File: src/rtl/instruction_encoder.sv
// RV64I instruction word encoder: packs decoded fields plus a signed immediate into a
// 32-bit word and streams it out with sequential byte addresses over valid/ready.
module instruction_encoder #(
  parameter int ADDR_W = 64,
  parameter int CNT_W  = 16
) (
  input  logic              clk,
  input  logic              reset,
  input  logic              start,
  input  logic              stop,
  input  logic              clear,
  input  logic              base_load,
  input  logic [ADDR_W-1:0] base_addr,
  input  logic              in_valid,
  output logic              in_ready,
  input  logic [2:0]        fmt,
  input  logic [6:0]        opcode,
  input  logic [4:0]        rd,
  input  logic [4:0]        rs1,
  input  logic [4:0]        rs2,
  input  logic [2:0]        funct3,
  input  logic [6:0]        funct7,
  input  logic [63:0]       imm,
  output logic              out_valid,
  input  logic              out_ready,
  output logic [31:0]       out_instr,
  output logic [ADDR_W-1:0] out_addr,
  output logic [CNT_W-1:0]  count,
  output logic              busy,
  output logic              err,
  output logic [1:0]        err_code
);

  typedef enum logic [1:0] {IDLE, RUN, ERROR} state_t;

  state_t            r_state;
  state_t            w_next;
  logic              r_out_valid;
  logic [31:0]       r_out_instr;
  logic [ADDR_W-1:0] r_out_addr;
  logic [ADDR_W-1:0] r_addr;
  logic [CNT_W-1:0]  r_count;
  logic              r_err;
  logic [1:0]        r_err_code;

  logic              w_fits12;
  logic              w_fits13;
  logic              w_fits21;
  logic              w_fits32;
  logic [31:0]       w_instr;
  logic              w_fmtBad;
  logic              w_alignBad;
  logic              w_rangeBad;
  logic [1:0]        w_code;
  logic              w_accept;
  logic              w_good;
  logic              w_bad;
  logic              w_drain;

  // An immediate fits n signed bits when bits [63:n-1] are all copies of the sign.
  assign w_fits12 = (&imm[63:11]) | ~(|imm[63:11]);
  assign w_fits13 = (&imm[63:12]) | ~(|imm[63:12]);
  assign w_fits21 = (&imm[63:20]) | ~(|imm[63:20]);
  assign w_fits32 = (&imm[63:31]) | ~(|imm[63:31]);

  always_comb begin
    w_instr    = '0;
    w_fmtBad   = 1'b0;
    w_alignBad = 1'b0;
    w_rangeBad = 1'b0;
    case (fmt)
      3'd0: begin
        w_instr    = {imm[11:0], rs1, funct3, rd, opcode};
        w_rangeBad = !w_fits12;
      end
      3'd1: begin
        w_instr    = {imm[11:5], rs2, rs1, funct3, imm[4:0], opcode};
        w_rangeBad = !w_fits12;
      end
      3'd2: begin
        w_instr    = {imm[12], imm[10:5], rs2, rs1, funct3, imm[4:1], imm[11], opcode};
        w_rangeBad = !w_fits13;
        w_alignBad = imm[0];
      end
      3'd3: begin
        w_instr    = {imm[31:12], rd, opcode};
        w_rangeBad = !w_fits32;
        w_alignBad = |imm[11:0];
      end
      3'd4: begin
        w_instr    = {imm[20], imm[10:1], imm[11], imm[19:12], rd, opcode};
        w_rangeBad = !w_fits21;
        w_alignBad = imm[0];
      end
      3'd5: begin
        w_instr = {funct7, rs2, rs1, funct3, rd, opcode};
      end
      default: begin
        w_fmtBad = 1'b1;
      end
    endcase
  end

  always_comb begin
    w_code = 2'b00;
    if (w_fmtBad)        w_code = 2'b11;
    else if (w_alignBad) w_code = 2'b10;
    else if (w_rangeBad) w_code = 2'b01;
  end

  assign in_ready = (r_state == RUN) && !r_err && (!r_out_valid || out_ready) && !stop;
  assign w_accept = in_valid && in_ready;
  assign w_good   = w_accept && (w_code == 2'b00);
  assign w_bad    = w_accept && (w_code != 2'b00);
  assign w_drain  = r_out_valid && out_ready;

  always_comb begin
    w_next = r_state;
    case (r_state)
      IDLE:    if (start) w_next = RUN;
      RUN: begin
        if (w_bad)                     w_next = ERROR;
        else if (stop && !r_out_valid) w_next = IDLE;
      end
      ERROR:   if (clear) w_next = IDLE;
      default: w_next = IDLE;
    endcase
  end

  always_ff @(posedge clk) begin
    if (reset) r_state <= IDLE;
    else       r_state <= w_next;
  end

  // A word pending when an error hits still drains; only the failing bundle is dropped.
  always_ff @(posedge clk) begin
    if (reset) begin
      r_out_valid <= 1'b0;
      r_out_instr <= '0;
      r_out_addr  <= '0;
      r_addr      <= '0;
      r_count     <= '0;
      r_err       <= 1'b0;
      r_err_code  <= 2'b00;
    end else begin
      if (w_good) begin
        r_out_valid <= 1'b1;
        r_out_instr <= w_instr;
        r_out_addr  <= r_addr;
        r_addr      <= r_addr + ADDR_W'(4);
      end else if (w_drain) begin
        r_out_valid <= 1'b0;
      end

      if (r_state == IDLE && base_load)
        r_addr <= base_addr & ~ADDR_W'(3);

      if (r_state == IDLE && start) r_count <= '0;
      else if (w_drain)             r_count <= r_count + CNT_W'(1);

      if (w_bad) begin
        r_err      <= 1'b1;
        r_err_code <= w_code;
      end else if (r_state == ERROR && clear) begin
        r_err      <= 1'b0;
        r_err_code <= 2'b00;
      end
    end
  end

  assign out_valid = r_out_valid;
  assign out_instr = r_out_instr;
  assign out_addr  = r_out_addr;
  assign count     = r_count;
  assign busy      = (r_state != IDLE);
  assign err       = r_err;
  assign err_code  = r_err_code;

endmodule

File: config.mk
export PLATFORM = sky130hd
export DESIGN_NAME = instruction_encoder
export DESIGN_NICKNAME = d
export VERILOG_FILES = /design/src/rtl/instruction_encoder.sv
export SDC_FILE = /design/constraint.sdc
export NUM_CORES = 1
export LEC_CHECK = 0
export ABC_AREA = 1
export BUFFER_PORTS_ARGS = -buffer_cell sky130_fd_sc_hd__buf_2
export CORE_AREA = 3 3 161 163
export DETAILED_ROUTE_END_ITERATION = 8
export DIE_AREA = 0 0 164 166
export GPL_ROUTABILITY_DRIVEN = 0
export HOLD_SLACK_MARGIN = 0.12
export PLACE_DENSITY = 0.69
export SLEW_MARGIN = 0
export SYNTH_ARGS = -nofsm -noshare
export SYNTH_HDL_FRONTEND = slang
export SYNTH_SLANG_ARGS = --single-unit
export TNS_END_PERCENT = 30
File: constraint.sdc
create_clock -name clk -period 2.35 [get_ports clk]
set_input_delay 0.1175 -clock clk [delete_from_list [all_inputs] [get_ports clk]]
set_output_delay 0.1175 -clock clk [all_outputs]
set_load 0.03 [all_outputs]
==> impl_metrics.env <==
export IMPL_outcome="complete, no violations"
export IMPL_finalHoldViolations=0
export IMPL_relSlewSlack_pct=26.3
export IMPL_finalSetupTns_ns=0
export IMPL_avgSynthCellArea_sq_um=6.12
export IMPL_synth_common_cells="503 x nand2_1, 304 x nor2_1, 178 x dfxtp_1"
export IMPL_fp_row_count=57
export IMPL_cts_root_buf="clkbuf_16"
export IMPL_ys_flop_type="dfxtp_1"
export IMPL_crit_arrival_ns=2.47
export IMPL_nFillCells=2389
export IMPL_grt_pass1_wl_um=62400
export IMPL_cts_buffer_depth=2
export IMPL_firstDrtPassIters=5
export IMPL_boundaryPins=289
export IMPL_slew_violations=0
export IMPL_path_cells="nand2_1, nor3_1, nand2_1, nor2_1, nand2_1, nor3_1, xor2_1, o21ai_0, nand2_1, a21oi_1"
export IMPL_cpMostUsedCell="nand2_1"
export IMPL_slowest_stage="dfxtp_1"
export IMPL_power_mw=7.63
export IMPL_crit_path_end_kind="flop"
export IMPL_startpoint="r_addr[18]"
export IMPL_place_ws_ns=0.136
export IMPL_synth_cell_types=40
export IMPL_period_needed_ns=2.20
export IMPL_clk_pin_slew_worst_paths_ns=0.08
export IMPL_layout_cells_non_filler=2483
export IMPL_synth_most_common_cell="nand2_1"
export IMPL_cts_max_level=4
export IMPL_die_height_um=166
export IMPL_synth_top_area_share_pct=32.4
export IMPL_start_kind="flop"
export IMPL_synth_area_leader_cell="dfxtp_1"
export IMPL_post_route_period_util_pct=93.8
export IMPL_die_w_um=164
export IMPL_reg2reg_depth=10
export IMPL_synth_edf_count=0
export IMPL_r2r_start="r_addr[18]"
export IMPL_tritoncts="built"
export IMPL_overflow=0
export IMPL_track_usage_pct=27.9
export IMPL_tightest_slew_ns=1.11
export IMPL_core_area_sq_um=24500
export IMPL_p_leak_nw=6.30
export IMPL_yosys_register_bits=178
export IMPL_yosys_warnings=0
export IMPL_worstSetupPathType="reg -> reg"
export IMPL_fin_hold_ws_ns=0.134
export IMPL_wl_per_cell_um=15.7
export IMPL_antenna_found_initial=1
export IMPL_multi_input_area_sq_um=6450
export IMPL_grt_pass1_vias=12300
export IMPL_drive_above_1_share_pct=18.4
export IMPL_via_count=13200
export IMPL_worstSkewPairLatency_ns=0.44
export IMPL_dp_cells=2361
export IMPL_cts_made_buffers=17
export IMPL_drtAntennaViolNets=0
export IMPL_finalClockSkew_ns=0.0153
export IMPL_max_vdd_ir_drop_v=0.000418
export IMPL_worst_path_largest_cell_delay_ns=0.41
export IMPL_cts_sinks=178
export IMPL_setup_viol=0
export IMPL_postCtsSetupBuffers=0
export IMPL_synth_cells=1795
export IMPL_ys_seq_area_share_pct=32.4
export IMPL_holdPathStages=5
export IMPL_drc_errors=0
export IMPL_port_buffers=284
export IMPL_rr_endpoint="r_addr[54]"
export IMPL_worst_ep_required_time_ns=2.62
export IMPL_synthTopCellsByArea="dfxtp_1 32%, nand2_1 17%, nor2_1 10%"
export IMPL_endpoint="r_addr[54]"
export IMPL_fmaxAchievable_ghz=0.454
export IMPL_r2r_slack_ns=0.15
export IMPL_dieArea_sq_um=27200
export IMPL_maxCapViolCount=0
export IMPL_dp_hpwl_um=28900
export IMPL_initial_core_util_pct=44.9
export IMPL_avgViaCountPerCell=5.32
export IMPL_synth_cell_area_sq_um=11000
export IMPL_layout_nets=2318
export IMPL_rsz0062_at_grt="no"
export IMPL_grt_max_degree=105
export IMPL_power_density_nw_per_um2=530
export IMPL_syn2layout_area_growth_pct=31.1
export IMPL_hold_class="in -> reg"
export IMPL_totalWireLength_um=39100
export IMPL_crit_fanout=5
export IMPL_regArea_sq_um=3570
export IMPL_drt_initial_drc_count=1073
export IMPL_async_flop_share_pct=0
export IMPL_setup_slack_ns=0.147
[how the worst min path moves through the flow]
stage                        from             to  slack (ns)
final                      rs2[1]  out_instr[21]        0.13
after global routing      imm[18]  out_instr[18]        0.15
after CTS                  rs2[1]  out_instr[21]        0.12
after detailed placement    clear     r_state[1]        0.42
after global placement      clear     r_state[1]        0.41
after floorplan             start     r_state[0]        0.29
[worst max-delay path, delay by kind of cell (launching register included)]
family | cells | cell delay, ns
AND/OR/NAND/NOR | 7 | 1.27
flip-flops | 1 | 0.41
XOR/XNOR | 1 | 0.22
AO/OA/AOI/OAI | 2 | 0.15
[cell type report]
cell class	count	area share, %
Multi-Input combinational cell	1372	44.8
Sequential cell	178	24.8
Timing Repair Buffer	426	19.7
Inverter	150	3.91
Clock buffer	19	3.08
Tap cell	324	2.82
Clock inverter	13	0.930
Antenna cell	1	0.0174
[routing by layer]
layer  global-route usage (%)  part of all wire (%)  up-vias
li1                         -                     -     6560
met1                     36.7                    43     6048
met2                     46.2                    47      542
met3                     6.41                   8.4       59
met4                     7.02                   2.1        0
met5                        0                     0        -
[state kept, by name, summed over array words and instances, names as in the netlist]
register and count:
err_code 2, out_valid 1, err 1, r_state 2, r_addr 62, count 16
out_instr 32, out_addr 62
[cell families after synthesis]
| kind of cell | Yosys count | synth area share (%) |
|---|---|---|
| XOR/XNOR | 45 | 3.59 |
| flip-flops | 178 | 32.4 |
| other | 1 | 0.0341 |
| AO/OA/AOI/OAI | 202 | 10.1 |
| AND/OR/NAND/NOR | 1121 | 44.3 |
| buffers and inverters | 246 | 9.33 |
| adder cells (fa/ha/maj) | 2 | 0.228 |
[report_power, final]
group	internal (mW)	total (mW)	leakage, nW	switching [mW]
logic	0.610	1.50	4.57	0.888
clock network	1.45	2.86	0.283	1.41
registers	3.13	3.27	1.45	0.141
[cells in the final DEF (no fill, tap or decap), types with 46 or more instances in the layout]
cell type	instances
a21oi_1	118
nand2_1	502
o21ai_0	46
nor2_1	303
dlygate4sd3_1	89
inv_1	147
nand3_1	96
nand4_1	133
buf_2	283
dfxtp_1	176
[timing repair]
item,4_1_cts,5_1_grt
endpoints found under the hold margin,87,0
hold buffers,89,0
resized for setup,0,7
endpoints found under the setup margin,0,8
[stage by stage]
| stage | util [%] | area (sq um) |
|---|---|---|
| 5_1_grt | 58.9 | 14400 |
| 3_5_place_dp | 52.7 | 12900 |
| 4_1_cts | 58.7 | 14400 |
| 6_report | 58.9 | 14400 |
| 3_3_place_gp | 52.7 | 12900 |
| 2_1_floorplan | - | 11000 |
Power figures use the tool's default switching activity.
